`src/rtl/toom8_eval_seq.sv`:
```
`default_nettype none
// ============================================================================
// Module   : toom8_eval_seq
// Brief    : Splits a 1024-bit operand into eight limbs and evaluates the
//            degree-7 limb polynomial at the 15 Toom-8 points, streaming one
//            signed result per point over a valid/ready handshake.
// Revision : 1.0  initial release
// ============================================================================
module toom8_eval_seq #(
    parameter int LIMB_W = 128,
    parameter int ACC_W  = 145,
    parameter int OUT_W  = 156
) (
    input  logic                    clk,
    input  logic                    rst_n,
    input  logic                    in_valid,
    output logic                    in_ready,
    input  logic [8*LIMB_W-1:0]     in_op,
    output logic                    out_valid,
    input  logic                    out_ready,
    output logic [3:0]              out_idx,
    output logic                    out_last,
    output logic signed [OUT_W-1:0] out_val
);

    localparam int         N_LIMBS  = 8;
    localparam logic [3:0] IDX_LAST = 4'd14;

    typedef enum logic [1:0] {
        S_IDLE    = 2'd0,
        S_PT_INIT = 2'd1,
        S_EVAL    = 2'd2,
        S_OUT     = 2'd3
    } state_t;

    state_t                  r_state;
    logic [LIMB_W-1:0]       r_limb [N_LIMBS];
    logic [3:0]              r_idx;
    logic [2:0]              r_step;
    logic signed [ACC_W-1:0] r_acc;

    function automatic logic signed [3:0] point_p(input logic [3:0] idx);
        case (idx)
            4'd1, 4'd5, 4'd9, 4'd13: point_p = 4'sd1;
            4'd2, 4'd6, 4'd10:       point_p = -4'sd1;
            4'd3:                    point_p = 4'sd2;
            4'd4:                    point_p = -4'sd2;
            4'd7:                    point_p = 4'sd3;
            4'd8:                    point_p = -4'sd3;
            4'd11:                   point_p = 4'sd4;
            4'd12:                   point_p = -4'sd4;
            default:                 point_p = 4'sd0;
        endcase
    endfunction

    function automatic logic signed [3:0] point_q(input logic [3:0] idx);
        case (idx)
            4'd5, 4'd6:  point_q = 4'sd2;
            4'd9, 4'd10: point_q = 4'sd3;
            4'd13:       point_q = 4'sd4;
            default:     point_q = 4'sd1;
        endcase
    endfunction

    logic signed [3:0]       w_p;
    logic signed [3:0]       w_q;
    logic signed [3:0]       w_mult;
    logic                    w_rev;
    logic                    w_neg_term;
    logic [2:0]              w_j;
    logic [3:0]              w_mag;
    logic signed [ACC_W-1:0] w_mag_acc;
    logic signed [ACC_W-1:0] w_scaled;
    logic signed [ACC_W-1:0] w_limb_ext;
    logic signed [ACC_W-1:0] w_acc_eval;
    logic signed [ACC_W-1:0] w_init_val;
    logic signed [ACC_W-1:0] w_load_val;
    logic signed [OUT_W-1:0] w_out_val;

    // Points with q>1 all have p=+-1, so they run Horner from a0 upward
    // (acc*q + a_j*p^j); q=1 points run from a7 downward (acc*p + a_j).
    // Either way every step is a multiply by a constant in -4..4 plus a
    // signed limb add, and the sum equals sum a_i*p^i*q^(7-i).
    always_comb begin
        w_p        = point_p(r_idx);
        w_q        = point_q(r_idx);
        w_rev      = (w_q != 4'sd1);
        w_mult     = w_rev ? w_q : w_p;
        w_j        = w_rev ? (3'd7 - r_step) : r_step;
        w_neg_term = w_rev && w_p[3] && w_j[0];
        w_mag      = w_mult[3] ? unsigned'(-w_mult) : unsigned'(w_mult);

        case (w_mag)
            4'd1:    w_mag_acc = r_acc;
            4'd2:    w_mag_acc = r_acc <<< 1;
            4'd3:    w_mag_acc = (r_acc <<< 1) + r_acc;
            4'd4:    w_mag_acc = r_acc <<< 2;
            default: w_mag_acc = '0;
        endcase

        w_scaled   = w_mult[3] ? -w_mag_acc : w_mag_acc;
        w_limb_ext = signed'({{(ACC_W-LIMB_W){1'b0}}, r_limb[w_j]});
        w_acc_eval = w_neg_term ? (w_scaled - w_limb_ext) : (w_scaled + w_limb_ext);

        w_init_val = signed'({{(ACC_W-LIMB_W){1'b0}},
                              ((r_idx == 4'd0) || w_rev) ? r_limb[0] : r_limb[N_LIMBS-1]});
        w_load_val = (r_state == S_EVAL) ? w_acc_eval : w_init_val;
        w_out_val  = {{(OUT_W-ACC_W){w_load_val[ACC_W-1]}}, w_load_val};
    end

    always_ff @(posedge clk or negedge rst_n) begin
        if (!rst_n) begin
            r_state   <= S_IDLE;
            in_ready  <= 1'b1;
            out_valid <= 1'b0;
            out_idx   <= 4'd0;
            out_last  <= 1'b0;
            out_val   <= '0;
            r_idx     <= 4'd0;
            r_step    <= 3'd0;
            r_acc     <= '0;
            for (int i = 0; i < N_LIMBS; i++) begin
                r_limb[i] <= '0;
            end
        end else begin
            case (r_state)
                S_IDLE: begin
                    if (in_valid && in_ready) begin
                        for (int i = 0; i < N_LIMBS; i++) begin
                            r_limb[i] <= in_op[i*LIMB_W +: LIMB_W];
                        end
                        r_idx    <= 4'd0;
                        in_ready <= 1'b0;
                        r_state  <= S_PT_INIT;
                    end
                end

                S_PT_INIT: begin
                    r_acc  <= w_init_val;
                    r_step <= 3'd6;
                    if ((r_idx == 4'd0) || (r_idx == IDX_LAST)) begin
                        out_valid <= 1'b1;
                        out_idx   <= r_idx;
                        out_last  <= (r_idx == IDX_LAST);
                        out_val   <= w_out_val;
                        r_state   <= S_OUT;
                    end else begin
                        r_state <= S_EVAL;
                    end
                end

                S_EVAL: begin
                    r_acc <= w_acc_eval;
                    if (r_step == 3'd0) begin
                        out_valid <= 1'b1;
                        out_idx   <= r_idx;
                        out_last  <= 1'b0;
                        out_val   <= w_out_val;
                        r_state   <= S_OUT;
                    end else begin
                        r_step <= r_step - 3'd1;
                    end
                end

                S_OUT: begin
                    if (out_ready) begin
                        out_valid <= 1'b0;
                        out_last  <= 1'b0;
                        if (r_idx == IDX_LAST) begin
                            in_ready <= 1'b1;
                            r_state  <= S_IDLE;
                        end else begin
                            r_idx   <= r_idx + 4'd1;
                            r_state <= S_PT_INIT;
                        end
                    end
                end

                default: r_state <= S_IDLE;
            endcase
        end
    end

endmodule
`default_nettype wire

```
`config.mk`:
```
export PLATFORM = sky130hd
export DESIGN_NAME = toom8_eval_seq
export DESIGN_NICKNAME = d
export VERILOG_FILES = /design/src/rtl/toom8_eval_seq.sv
export SDC_FILE = /design/constraint.sdc
export NUM_CORES = 2
export LEC_CHECK = 0
export BUFFER_PORTS_ARGS = -buffer_cell sky130_fd_sc_hd__buf_4
export CAP_MARGIN = 0
export CORE_AREA = 2 2 469 471
export DETAILED_ROUTE_END_ITERATION = 7
export DIE_AREA = 0 0 471 473
export PLACE_DENSITY = 0.72
export SLEW_MARGIN = 30
export SYNTH_ARGS = -nofsm -noshare
export SYNTH_HDL_FRONTEND = slang
export SYNTH_SLANG_ARGS = --single-unit
```
`constraint.sdc`:
```
create_clock -name clk -period 12.3 [get_ports clk]
set_input_delay 3.075 -clock clk [delete_from_list [all_inputs] [get_ports clk]]
set_output_delay 3.075 -clock clk [all_outputs]
set_load 0.1 [all_outputs]
```
==> impl_metrics.sql <==
INSERT INTO impl_metrics (metric_group, metric, value, unit) VALUES
('outcome', 'status', 'finished with violations', ''),
('outcome', 'failed_checks', 'DRC', ''),
('place', 'port_buffers', '1190', ''),
('grt', 'antenna_found_initial', '147', ''),
('floorplan', 'ioPinCount', '1191', ''),
('power_and_ir_drop', 'cell_leakage_power', '54.8', 'nW'),
('job', 'timing.max_cap.violations', '0', ''),
('layout', 'fraction_of_final_layout_cells_sized_beyond_drive_strength_1', '0.289', ''),
('clock_tree', 'cts_tree', 'done', ''),
('clock_tree', 'clockBufferDepth', '3', ''),
('setup_path', 'timing.critical_path.max_delay_family', 'simple AND/OR/NAND/NOR gates', ''),
('drt', 'remaining_drc_errors', '10', ''),
('logic_synthesis', 'syn-mean-instance-area', '9.53', 'um2'),
('setup_path', 'cp_slowest_cell', 'sky130_fd_sc_hd__dfrtp_1', ''),
('setup_path', 'count_of_buffer_and_inverter_cells_on_the_critical_path', '3', ''),
('timing', 'postLayoutSetupSlackWorst', '0.666', 'ns'),
('logic_synthesis', 'postSynth.topFlopCell', 'sky130_fd_sc_hd__dfrtp_1', ''),
('logic_synthesis', 'yosysTopAreaCellShare', '0.344', ''),
('timing', 'least_margin_pin_slew', '1.18', 'ns'),
('drt', 'drtAntennaViolNets', '0', ''),
('timing', 'finalHoldWorstSlack', '0.474', 'ns'),
('drt', 'drtIter0Drc', '13300', ''),
('power_and_ir_drop', 'power.density', '263', 'mW/mm2'),
('setup_path', 'critical_path_arrival', '12.29', 'ns'),
('grt', 'grt.overflow.total', '0', ''),
('timing', 'rsz0062_at_grt', 'false', ''),
('timing', 'clock-skew-final', '0.0944', 'ns'),
('power_and_ir_drop', 'design_power', '30.1', 'mW'),
('logic_synthesis', 'synth.top_cells.by_area', 'sky130_fd_sc_hd__dfrtp_1 34%, sky130_fd_sc_hd__mux2_2 14%, sky130_fd_sc_hd__mux2i_1 5.0%, sky130_fd_sc_hd__a21oi_1 3.9%, sky130_fd_sc_hd__ha_1 3.9%', ''),
('drt', 'dr.pass1.iters', '8', ''),
('place', 'gp_routability_congestion', '1.04', ''),
('timing', 'layout_min_cycle_time', '11.63', 'ns'),
('drt', 'avgViaCountPerCell', '6.72', ''),
('floorplan', 'fp.coreArea', '0.218', 'mm2'),
('power_and_ir_drop', 'sequential_share_of_power', '0.182', ''),
('clock_tree', 'hold_bufs_at_cts', '0', ''),
('logic_synthesis', 'postSynthRegisterBits', '1330', ''),
('power_and_ir_drop', 'power.share.clock', '0.165', ''),
('logic_synthesis', 'synthesis.nets', '11500', ''),
('power_and_ir_drop', 'netSwitchingFraction', '0.553', ''),
('logic_synthesis', 'synth-seq-area-share', '0.344', ''),
('timing', 'timing.max_slew.rel_slack', '0.207', ''),
('clock_tree', 'worst_setup_hold_path_clk_slew', '0.06', 'ns'),
('setup_path', 'cp.required', '12.96', 'ns'),
('setup_path', 'worstSetupPathDepth', '36', ''),
('floorplan', 'die_w', '471', 'um'),
('clock_tree', 'worst_skew_late_latency', '0.88', 'ns'),
('setup_path', 'criticalPathCategory', 'reg2reg', ''),
('timing', 'final_cycle_utilization_of_the_critical_path', '0.946', ''),
('timing', 'hold_violations', '0', ''),
('clock_tree', 'cts.repair_timing.setup_buffer_count', '0', ''),
('layout', 'nets', '12300', ''),
('grt', 'largest_net_degree_at_the_start_of_global_routing', '190', ''),
('drt', 'drt-wirelength-per-cell', '34.7', 'um'),
('drt', 'route.final.wire_length', '489000', 'um'),
('layout', 'layout-area-overhead-vs-synth', '18.5', '%'),
('setup_path', 'worst-path-max-fanout', '18', ''),
('grt', 'global_router_s_overall_resource_usage', '0.422', ''),
('logic_synthesis', 'post_synth_inst_count', '10100', ''),
('worst_hold_path', 'timing.hold.worst.class', 'reg2reg', ''),
('logic_synthesis', 'ys_async_sr_fraction', '1.00', ''),
('floorplan', 'fp.dieArea', '0.223', 'mm2'),
('clock_tree', 'cts_root_buf', 'sky130_fd_sc_hd__clkbuf_16', ''),
('place', 'dp.final_hpwl', '391000', 'um'),
('power_and_ir_drop', 'ir_worst_vdd', '286', 'uV'),
('clock_tree', 'cts.sink_count', '1330', ''),
('setup_path', 'reg2reg_slack', '0.67', 'ns'),
('timing', 'drv_slew', '0', ''),
('drt', 'route.vias.total', '94800', ''),
('setup_path', 'worst_setup_path_start_kind', 'flop', ''),
('logic_synthesis', 'yosys_warnings', '0', '');
cell type report:
class / instances / area (um2)
Clock buffer: 204 / 4250
Sequential cell: 1330 / 33300
Fill cell: 19800 / 104000
Inverter: 195 / 736
Tap cell: 2871 / 3590
Multi-Input combinational cell: 7912 / 60200
Timing Repair Buffer: 1421 / 11100
Clock inverter: 71 / 1190
Antenna cell: 100 / 250
tightest hold or removal path, cell delays in order (launching register included):
cell                      delay, ns
sky130_fd_sc_hd__dfrtp_1       0.33
sky130_fd_sc_hd__nand2_1       0.05
sky130_fd_sc_hd__o21ai_0       0.06
cell families (layout without fill, tap and decap cells):
family | Yosys count | after routing | share of synthesized area
flops | 1330 | 1330 | 0.344
xor+xnor | 494 | 494 | 0.0450
other cells | 0 | 100 | 0
compound gates | 2735 | 2735 | 0.181
simple gates | 2505 | 2505 | 0.123
mux | 1875 | 1875 | 0.230
buf+inv | 905 | 1891 | 0.0368
fa+ha+maj | 303 | 303 | 0.0394
registers in the layout, indices dropped and copies added (netlist names), 2 cells and up:
name,count
r_state,2
out_idx,4
r_limb,1024
out_val,145
r_idx,4
r_step,3
r_acc,145
placed cells by master (no fill, tap or decap), types with 29 or more instances in the layout:
cell / count
sky130_fd_sc_hd__buf_4: 1384
sky130_fd_sc_hd__dfrtp_1: 1326
sky130_fd_sc_hd__mux2_2: 1241
sky130_fd_sc_hd__nand2_1: 890
sky130_fd_sc_hd__a21oi_1: 756
sky130_fd_sc_hd__o21ai_0: 631
sky130_fd_sc_hd__nor2_1: 533
sky130_fd_sc_hd__mux2i_1: 473
sky130_fd_sc_hd__xnor2_1: 304
sky130_fd_sc_hd__ha_1: 299
sky130_fd_sc_hd__nand3_1: 192
sky130_fd_sc_hd__inv_1: 191
sky130_fd_sc_hd__xor2_1: 187
sky130_fd_sc_hd__nand4_1: 179
sky130_fd_sc_hd__and3_1: 158
sky130_fd_sc_hd__clkbuf_16: 153
sky130_fd_sc_hd__a21o_1: 151
sky130_fd_sc_hd__mux4_2: 151
sky130_fd_sc_hd__nor3_1: 139
sky130_fd_sc_hd__a211oi_1: 134
sky130_fd_sc_hd__diode_2: 100
sky130_fd_sc_hd__a31oi_1: 98
sky130_fd_sc_hd__o22ai_1: 97
sky130_fd_sc_hd__o21bai_1: 73
sky130_fd_sc_hd__o21a_1: 69
sky130_fd_sc_hd__a22oi_1: 68
sky130_fd_sc_hd__nor4_1: 67
sky130_fd_sc_hd__o221ai_1: 61
sky130_fd_sc_hd__o31ai_1: 60
sky130_fd_sc_hd__a221oi_1: 60
sky130_fd_sc_hd__nand2b_1: 52
sky130_fd_sc_hd__o211ai_1: 49
sky130_fd_sc_hd__a22o_1: 46
sky130_fd_sc_hd__nor2b_1: 44
sky130_fd_sc_hd__and2_1: 43
sky130_fd_sc_hd__or2_2: 39
sky130_fd_sc_hd__clkinv_2: 29
Yosys cell counts (68+ instances only):
library cell               count
sky130_fd_sc_hd__dfrtp_1    1329
sky130_fd_sc_hd__inv_1       193
sky130_fd_sc_hd__a21oi_1     760
sky130_fd_sc_hd__nor2_1      540
sky130_fd_sc_hd__a21o_1      151
sky130_fd_sc_hd__nor4_1       70
sky130_fd_sc_hd__nor3_1      142
sky130_fd_sc_hd__o21bai_1     73
sky130_fd_sc_hd__nand3_1     196
sky130_fd_sc_hd__clkbuf_1    506
sky130_fd_sc_hd__mux2i_1     482
sky130_fd_sc_hd__xor2_1      187
sky130_fd_sc_hd__buf_2        84
sky130_fd_sc_hd__o21a_1       69
sky130_fd_sc_hd__buf_1       106
sky130_fd_sc_hd__a22oi_1      68
sky130_fd_sc_hd__o22ai_1      98
sky130_fd_sc_hd__o21ai_0     643
sky130_fd_sc_hd__nand4_1     179
sky130_fd_sc_hd__ha_1        301
sky130_fd_sc_hd__nand2_1     895
sky130_fd_sc_hd__mux2_2     1242
sky130_fd_sc_hd__mux4_2      151
sky130_fd_sc_hd__xnor2_1     305
sky130_fd_sc_hd__a211oi_1    135
sky130_fd_sc_hd__and3_1      159
sky130_fd_sc_hd__a31oi_1      98
path summary, 6_finish.rpt:
check                             from     endpoint
setup / recovery              r_idx[0]   r_acc[132]
hold / removal             out_val[55]  out_val[55]
setup reg to reg              r_idx[0]   r_acc[132]
hold reg to reg            out_val[55]  out_val[55]
max in group asynchronous        rst_n  out_val[44]
min in group asynchronous        rst_n   r_acc[143]
through the flow:
stage | utilization | instances | area (um2)
after floorplan | - | 10100 | 96700
after global placement | 0.498 | 13700 | 109000
after detailed placement | 0.498 | 13700 | 109000
after CTS | 0.523 | 14000 | 114000
after global routing | 0.525 | 14100 | 115000
final | 0.525 | 14100 | 115000
layer usage:
metal  vias up  part of all wire  global-route usage
met4        62             0.068               0.252
met1     47400              0.41               0.586
met2      6443              0.40               0.573
met3      1179              0.13               0.129
li1      39700                 -                   -
met5         -           0.00078                   0
power by group through the flow:
stage               logic, mW  registers, mW  clock network, mW
global route             20.4           5.50               5.16
global placement         18.8           5.50                  0
detailed placement       18.8           5.52                  0
CTS                      18.9           5.44               4.99
floorplan                11.1           6.30                  0
finish                   19.7           5.50               4.97
No activity file was read; power rests on OpenSTA's default activity.
